[config.mk]
export PLATFORM = sky130hd
export DESIGN_NAME = fxp_accum_sat
export DESIGN_NICKNAME = d
export VERILOG_FILES = /design/src/rtl/fxp_pkg.sv /design/src/rtl/fxp_sat_add.sv /design/src/rtl/fxp_accum_sat.sv
export SDC_FILE = /design/constraint.sdc
export NUM_CORES = 1
export LEC_CHECK = 0
export CAP_MARGIN = 20
export CORE_MARGIN = 4
export CORE_UTILIZATION = 45
export CTS_CLUSTER_SIZE = 25
export DETAILED_ROUTE_END_ITERATION = 10
export GPL_TIMING_DRIVEN = 0
export PLACE_DENSITY = 0.66
export SLEW_MARGIN = 15
export SYNTH_ARGS = -nofsm -noshare
export SYNTH_HDL_FRONTEND = slang
export SYNTH_HIERARCHICAL = 1
export SYNTH_SLANG_ARGS = --single-unit
[constraint.sdc]
create_clock -name clk -period 4.03 [get_ports clk]
set_input_delay 0.403 -clock clk [delete_from_list [all_inputs] [get_ports clk]]
set_output_delay 0.403 -clock clk [all_outputs]
set_load 0.05 [all_outputs]
[src/rtl/fxp_pkg.sv]
// Shared Q-format constants, saturation limits and FSM state type for the
// fixed-point accumulator.
package fxp_pkg;

  localparam int IN_W_DEF   = 8;
  localparam int FRAC_W_DEF = 4;
  localparam int ACC_W_DEF  = 16;
  localparam int CNT_W      = 8;

  localparam logic [ACC_W_DEF-1:0] ACC_MAX = 16'h7FFF;
  localparam logic [ACC_W_DEF-1:0] ACC_MIN = 16'h8000;
  localparam logic [CNT_W-1:0]     CNT_MAX = 8'hFF;

  typedef enum logic [1:0] {
    ST_IDLE,
    ST_ACCUM,
    ST_HOLD
  } acc_state_t;

endpackage

[src/rtl/fxp_sat_add.sv]
// Combinational signed saturating adder: one guard bit detects overflow and
// the result clamps to the most positive / most negative W-bit value.
module fxp_sat_add
  import fxp_pkg::*;
#(
  parameter int W = ACC_W_DEF
) (
  input  logic [W-1:0] a,
  input  logic [W-1:0] b,
  output logic [W-1:0] sum,
  output logic         ovf
);

  localparam logic [W-1:0] SUM_MAX = {1'b0, {(W-1){1'b1}}};
  localparam logic [W-1:0] SUM_MIN = {1'b1, {(W-1){1'b0}}};

  logic [W:0] wide;

  // Overflow whenever the guard bit disagrees with the result sign bit.
  always_comb begin
    wide = {a[W-1], a} + {b[W-1], b};
    ovf  = wide[W] ^ wide[W-1];
    if (ovf) begin
      sum = wide[W] ? SUM_MIN : SUM_MAX;
    end else begin
      sum = wide[W-1:0];
    end
  end

endmodule

[src/rtl/fxp_accum_sat.sv]
// Vector accumulator: sums a stream of signed Q4.4 elements into a saturating
// Q12.4 total and holds the result until the consumer takes it.
module fxp_accum_sat
  import fxp_pkg::*;
#(
  parameter int IN_W   = IN_W_DEF,
  parameter int FRAC_W = FRAC_W_DEF,
  parameter int ACC_W  = ACC_W_DEF
) (
  input  logic             clk,
  input  logic             resetn,
  input  logic             in_valid,
  output logic             in_ready,
  input  logic [IN_W-1:0]  in_data,
  input  logic             in_last,
  output logic             out_valid,
  input  logic             out_ready,
  output logic [ACC_W-1:0] out_data,
  output logic             out_sat,
  output logic [CNT_W-1:0] out_count
);

  // Input and accumulator share the same fraction width, so a plain sign
  // extension aligns the binary points.
  if (ACC_W <= IN_W || FRAC_W >= IN_W) begin : g_param_check
    $error("fxp_accum_sat: need ACC_W > IN_W and FRAC_W < IN_W");
  end

  acc_state_t       state;
  logic [ACC_W-1:0] acc;
  logic [CNT_W-1:0] count;
  logic             sat;

  logic [ACC_W-1:0] in_ext;
  logic [ACC_W-1:0] add_sum;
  logic             add_ovf;
  logic [ACC_W-1:0] nxt_acc;
  logic [CNT_W-1:0] nxt_count;
  logic             nxt_sat;

  assign in_ext = {{(ACC_W-IN_W){in_data[IN_W-1]}}, in_data};

  fxp_sat_add #(.W(ACC_W)) u_sat_add (
    .a   (acc),
    .b   (in_ext),
    .sum (add_sum),
    .ovf (add_ovf)
  );

  // The first element of a vector starts fresh; later ones add with clamping.
  always_comb begin
    nxt_acc   = in_ext;
    nxt_count = CNT_W'(1);
    nxt_sat   = 1'b0;
    if (state == ST_ACCUM) begin
      nxt_acc   = add_sum;
      nxt_sat   = sat | add_ovf;
      nxt_count = (count == CNT_MAX) ? count : count + CNT_W'(1);
    end
  end

  always_ff @(posedge clk or negedge resetn) begin
    if (!resetn) begin
      state     <= ST_IDLE;
      acc       <= '0;
      count     <= '0;
      sat       <= 1'b0;
      in_ready  <= 1'b1;
      out_valid <= 1'b0;
      out_data  <= '0;
      out_sat   <= 1'b0;
      out_count <= '0;
    end else begin
      case (state)
        ST_IDLE, ST_ACCUM: begin
          if (in_valid && in_ready) begin
            acc   <= nxt_acc;
            count <= nxt_count;
            sat   <= nxt_sat;
            if (in_last) begin
              state     <= ST_HOLD;
              in_ready  <= 1'b0;
              out_valid <= 1'b1;
              out_data  <= nxt_acc;
              out_sat   <= nxt_sat;
              out_count <= nxt_count;
            end else begin
              state <= ST_ACCUM;
            end
          end
        end
        ST_HOLD: begin
          if (out_ready) begin
            state     <= ST_IDLE;
            in_ready  <= 1'b1;
            out_valid <= 1'b0;
          end
        end
        default: begin
          state     <= ST_IDLE;
          in_ready  <= 1'b1;
          out_valid <= 1'b0;
        end
      endcase
    end
  end

endmodule

Yosys cells after proc, flatten, opt, wreduce, memory -nomap -nowiden
Index checks and enable logic that the tools add are counted.
- output and inout bits: 27
- word-level logic and storage cells: 44
- input port bits: 13
- register bits after elaboration: 54
- mux-type cells: 18
- equality and inequality tests: 6
- add/subtract/negate cells: 2
- reductions and logical operators: 7
- bitwise logic cells: 2
- operator list (cell ; number):
    two-way mux 16 bit ; 3
    adder 16 x 8 -> 17 bit ; 1
    two-way mux 8 bit ; 2
    adder 8 x 1 -> 8 bit, second input constant ; 1
    == test 8 bit, second input constant ; 1
    two-way mux 1 bit ; 7
    two-way mux 2 bit ; 3
    != test 2 bit, second input constant ; 3
    AND reduction 3 bit ; 2
    case mux 1 bit (2 select lines) ; 2
    case mux 2 bit (2 select lines) ; 1
    AND reduction 2 bit ; 2
    == test 2 x 1 -> 1 bit, second input constant ; 1
    == test 2 bit, second input constant ; 1
    logical NOT 2 bit ; 1
    OR reduction 2 bit ; 1
    logical AND 1 bit ; 1
    OR 1 bit ; 1
    XOR 1 bit ; 1

Depth between registers and ports, before layout
- depth after elaboration: 4
- mapped depth: 11
- gate-level depth less buffers: 10

By module
The synthesis kept the hierarchy.
- by module, submodules not included (module ; area each (sq um) ; seq. area each (sq um) ; cells an instance ; times used):
    fxp_accum_sat ; 2367.3 ; 1352.5 ; 236 ; 1
    fxp_sat_add ; 1022.2 ; 0.0 ; 127 ; 1

Worst setup path after synthesis
Ideal clock, no wire load.
- path type: input port to flip-flop
- start point: input port in_data[0]
- end point: register out_data[9]
- library setup time: 0.128 ns
- path buffers: 1
- setup slack: 1.337 ns
- required time: 3.902 ns
- arrival time: 2.565 ns
- stages: 11
- cell sequence: ha_1 -> fa_1 -> a21o_1 -> a221oi_4 -> o21ai_2 -> a31oi_4 -> a21oi_4 -> buf_6 -> maj3_2 -> a21oi_1 -> o21ai_0
- cells in the longest elaborated chain, start to end: 4
- elaborated cells between the ends (all ways): 5
- those cells by class: 1 x add/sub; 3 x mux; 1 x bitwise
- RTL lines (item ; line ; RTL):
    start: declaration ; fxp_accum_sat.sv:14 ; input logic [IN_W-1:0] in_data,
    adder 16 x 8 -> 17 bit (*) ; fxp_sat_add.sv:21 ; wide = {a[W-1], a} + {b[W-1], b};
    two-way mux 16 bit or XOR 1 bit (tied branches) ; fxp_sat_add.sv:24, fxp_sat_add.sv:22 ;
    two-way mux 16 bit (*) ; fxp_sat_add.sv:23 ; if (ovf) begin
    via add_sum[9] ; fxp_accum_sat.sv:35 ; logic [ACC_W-1:0] add_sum;
    two-way mux 16 bit (*) ; fxp_accum_sat.sv:55 ; if (state == ST_ACCUM) begin
    end signal: assignment ; fxp_accum_sat.sv:84 ; out_data <= nxt_acc;
    end: declaration ; fxp_accum_sat.sv:18 ; output logic [ACC_W-1:0] out_data,
The timed path passes the listed nets; every way through them passes the cells marked *.
A chain may end at the register's enable or synchronous reset.

Worst setup path after layout
- start point: input port in_data[7]
- end point: register acc[7]
- cells in the longest elaborated chain, start to end: 4
- elaborated cells between the ends (all ways): 5
- those cells by class: 1 x add/sub; 3 x mux; 1 x bitwise
- RTL lines (item ; line ; RTL):
    adder 16 x 8 -> 17 bit (*) ; fxp_sat_add.sv:21 ;
    two-way mux 16 bit or XOR 1 bit (tied branches) ; fxp_sat_add.sv:24, fxp_sat_add.sv:22 ;
    two-way mux 16 bit (*) ; fxp_sat_add.sv:23 ;
    via add_sum[7] ; fxp_accum_sat.sv:35 ;
    two-way mux 16 bit (*) ; fxp_accum_sat.sv:55 ;
    end signal: assignment ; fxp_accum_sat.sv:77 ; acc <= nxt_acc;
    end: declaration ; fxp_accum_sat.sv:30 ; logic [ACC_W-1:0] acc;
Marked as above.

==> flow_summary.toml <==
[yosys]
ys_ff_latch = 54
syn_area_um2 = 3390
ys_warn_count = 6
synth_edf_count = 0
synth_ff_type = "dfrtp_1"
synth_area_per_cell_um2 = 9.34
synthCells = 363
syn_nets = 394
yosysSeqAreaShare_pct = 39.9
synth_cell_types = 61
ys_async_sr_fraction_pct = 100

[routing]
viasPerCell = 5.58
wl_per_cell_um = 16.0
vias = 2842
drt_pass1_iterations = 4
detail-route-antenna-nets = 0
drt_wl_total_um = 8160
drc = 0
first_iter_violations = 168

[place]
placedCellCount = 501
gp_congestion = 0.882
io_buffer_count = 39
dp_hpwl_um = 5980
post-place-ws_ns = 0.488
place_area_um2 = 3900

[finish]
final_common_cell = "nand2_1"
multi_input_area_um2 = 1870
fin_nets = 440
final_cell_mix = "nand2_1, dfrtp_1, o21ai_0"
synthToLayoutAreaGrowth_pct = 18.3
seq_area_um2 = 1350
instances_no_fill = 509
drive_gt1_share_pct = 13.2
final_cell_area_um2 = 4010
n_fill_cell = 699
diodes = 0

[die]
start_util_pct = 46.5
io_pins = 40
die_h_um = 94.8
num_rows = 31
core_um2 = 7290
chipWidth_um = 94.8
die_area_um2 = 8990

[clock_tree]
cts.sinks = 54
cts_max_level = 2
clockBufferDepth = 2
cts_resized = 0
clk_latency_ns = 0.31
clk_pin_slew_worst_paths_ns = 0.10
tritoncts = "yes"
postCtsSetupRepairBufs = 0
cts_made_buffers = 5
cts-root-buf = "clkbuf_8"
ctsHoldBuffers = 0

[global_route]
grt_pass1_vias = 2887
grt_usage_pct = 20.3
antenna_found_initial = 0
grt_overflow = 0
grt_pass1_wl_um = 14400
grt_max_degree = 55

[worst_setup_path]
cp_data_arrival_time_ns = 3.45
timing.rr.end = "out_data[1]$_DFFE_PN0P_"
reg2reg_from = "acc[0]$_DFFE_PN0P_"
reg2reg_depth = 11
required_ns = 4.25
critPathKind = "primary input to flop"
cp-end-kind = "flop"
crit_path_start_kind = "primary input"
rrSetupSlack_ns = 1.01
critPathMaxFanout = 10
worstSetupStartpoint = "in_data[7]"

[power_and_ir_drop]
p_int_uw = 768
netSwitchingPower_uw = 240
p_leak_nw = 1.71
pwr-share-clk_pct = 36.9
power_density_nw_per_um2 = 251
comb_power_share_pct = 9.4
p_sw_share_pct = 23.8
p_total_mw = 1.01
seqPwrFrac_pct = 53.7
peakVddDrop_mv = 0.223

[timing]
period_needed_ns = 3.23
fmax_mhz = 309
rsz0062_at_grt = "false"
fin_crit_sh_pct = 80.2
setup_viol = 0
fin_skew_ns = 0.0111
hold_viol_final = 0
tightest_slew_ns = 0.686
drv_slew = 0
setup_ws_ns = 0.797
slew_headroom_pct = 54.3
fin_tns_setup_ns = 0

[run]
drv_cap = 0

[worst_hold_path]
worstHoldPathType = "primary input to asynchronous set/reset pin"

[status]
status = "complete, no violations"
## layer usage
| layer | track usage [%] | share of wire [%] | wire, um |
|---|---|---|---|
| met1 | 28.8 | 48 | 3940 |
| met2 | 32.6 | 46 | 3790 |
| met3 | 3.19 | 4.1 | 338 |
| met4 | 4.33 | 1.1 | 87 |
| met5 | 0 | 0 | 0 |
## flip-flops by register name, indices dropped and copies added (netlist names)
register,count
acc,16
count,8
in_ready,1
out_count,8
out_data,16
out_sat,1
out_valid,1
sat,1
state,2
## worst max-delay path by stage
stage	to	slack [ns]
after floorplan	out_data[9]$_DFFE_PN0P_	1.34
after global placement	acc[7]$_DFFE_PN0P_	0.53
after detailed placement	acc[7]$_DFFE_PN0P_	0.49
after CTS	acc[7]$_DFFE_PN0P_	0.80
after global routing	acc[7]$_DFFE_PN0P_	0.61
final	acc[7]$_DFFE_PN0P_	0.80
## cell type report
| class | instances | share of cell area [%] |
|---|---|---|
| flip-flops and latches | 54 | 33.7 |
| repair buffers | 39 | 9.67 |
| clock inverters | 2 | 0.936 |
| clock buffers | 6 | 1.81 |
| inverters | 8 | 0.749 |
| multi-input cells | 281 | 46.5 |
| well taps | 99 | 3.09 |
| plain buffers | 20 | 3.52 |
## cells by family (layout without fill, tap and decap cells)
logic type / count (synthesis) / after routing / share of synthesized area [%]
xor+xnor: 13 / 13 / 3.58
flops: 54 / 54 / 39.9
simple gates: 106 / 106 / 14.3
mux: 11 / 11 / 3.25
fa+ha+maj: 33 / 33 / 11.7
compound gates: 118 / 118 / 22.2
buf+inv: 28 / 75 / 5.06
## synth_stat cells (5+ instances only)
cell type	n	area (um^2)
nand3_1	9	45.0
xnor2_1	9	78.8
o21ai_0	44	220
maj3_2	11	124
buf_2	8	40.0
nor2_1	15	56.3
ha_1	17	213
a21oi_1	31	155
mux2i_1	11	110
buf_6	6	67.6
a21o_1	5	37.5
inv_1	6	22.5
o31ai_1	6	45.0
nand2_1	60	225
dfrtp_1	53	1330
## metrics by stage
stage	hold WS (ns)	utilization, %
final	0.122	55.0
after global routing	0.187	55.0
after CTS	0.165	55.0
after detailed placement	0.471	53.5
after global placement	0.464	53.5
after floorplan	0.107	-
## power by group through the flow
stage / clock network, mW / logic (mW) / registers, mW
finish: 0.371 / 0.0949 / 0.541
global route: 0.403 / 0.107 / 0.542
CTS: 0.378 / 0.0960 / 0.541
detailed placement: 0 / 0.0956 / 0.552
global placement: 0 / 0.0937 / 0.552
floorplan: 0 / 0.0573 / 0.552
## critical path, cell delays in order
cell and delay [ns]:
clkdlybuf4s50_1 0.75, ha_1 0.36, and3_1 0.20, o2bb2ai_1 0.11, a21oi_1 0.35, o21ai_2 0.11, xnor2_2 0.40, buf_4 0.29
maj3_2 0.20, a21oi_1 0.08, o21ai_0 0.19
Note: power is estimated with default switching activity, not from simulation.
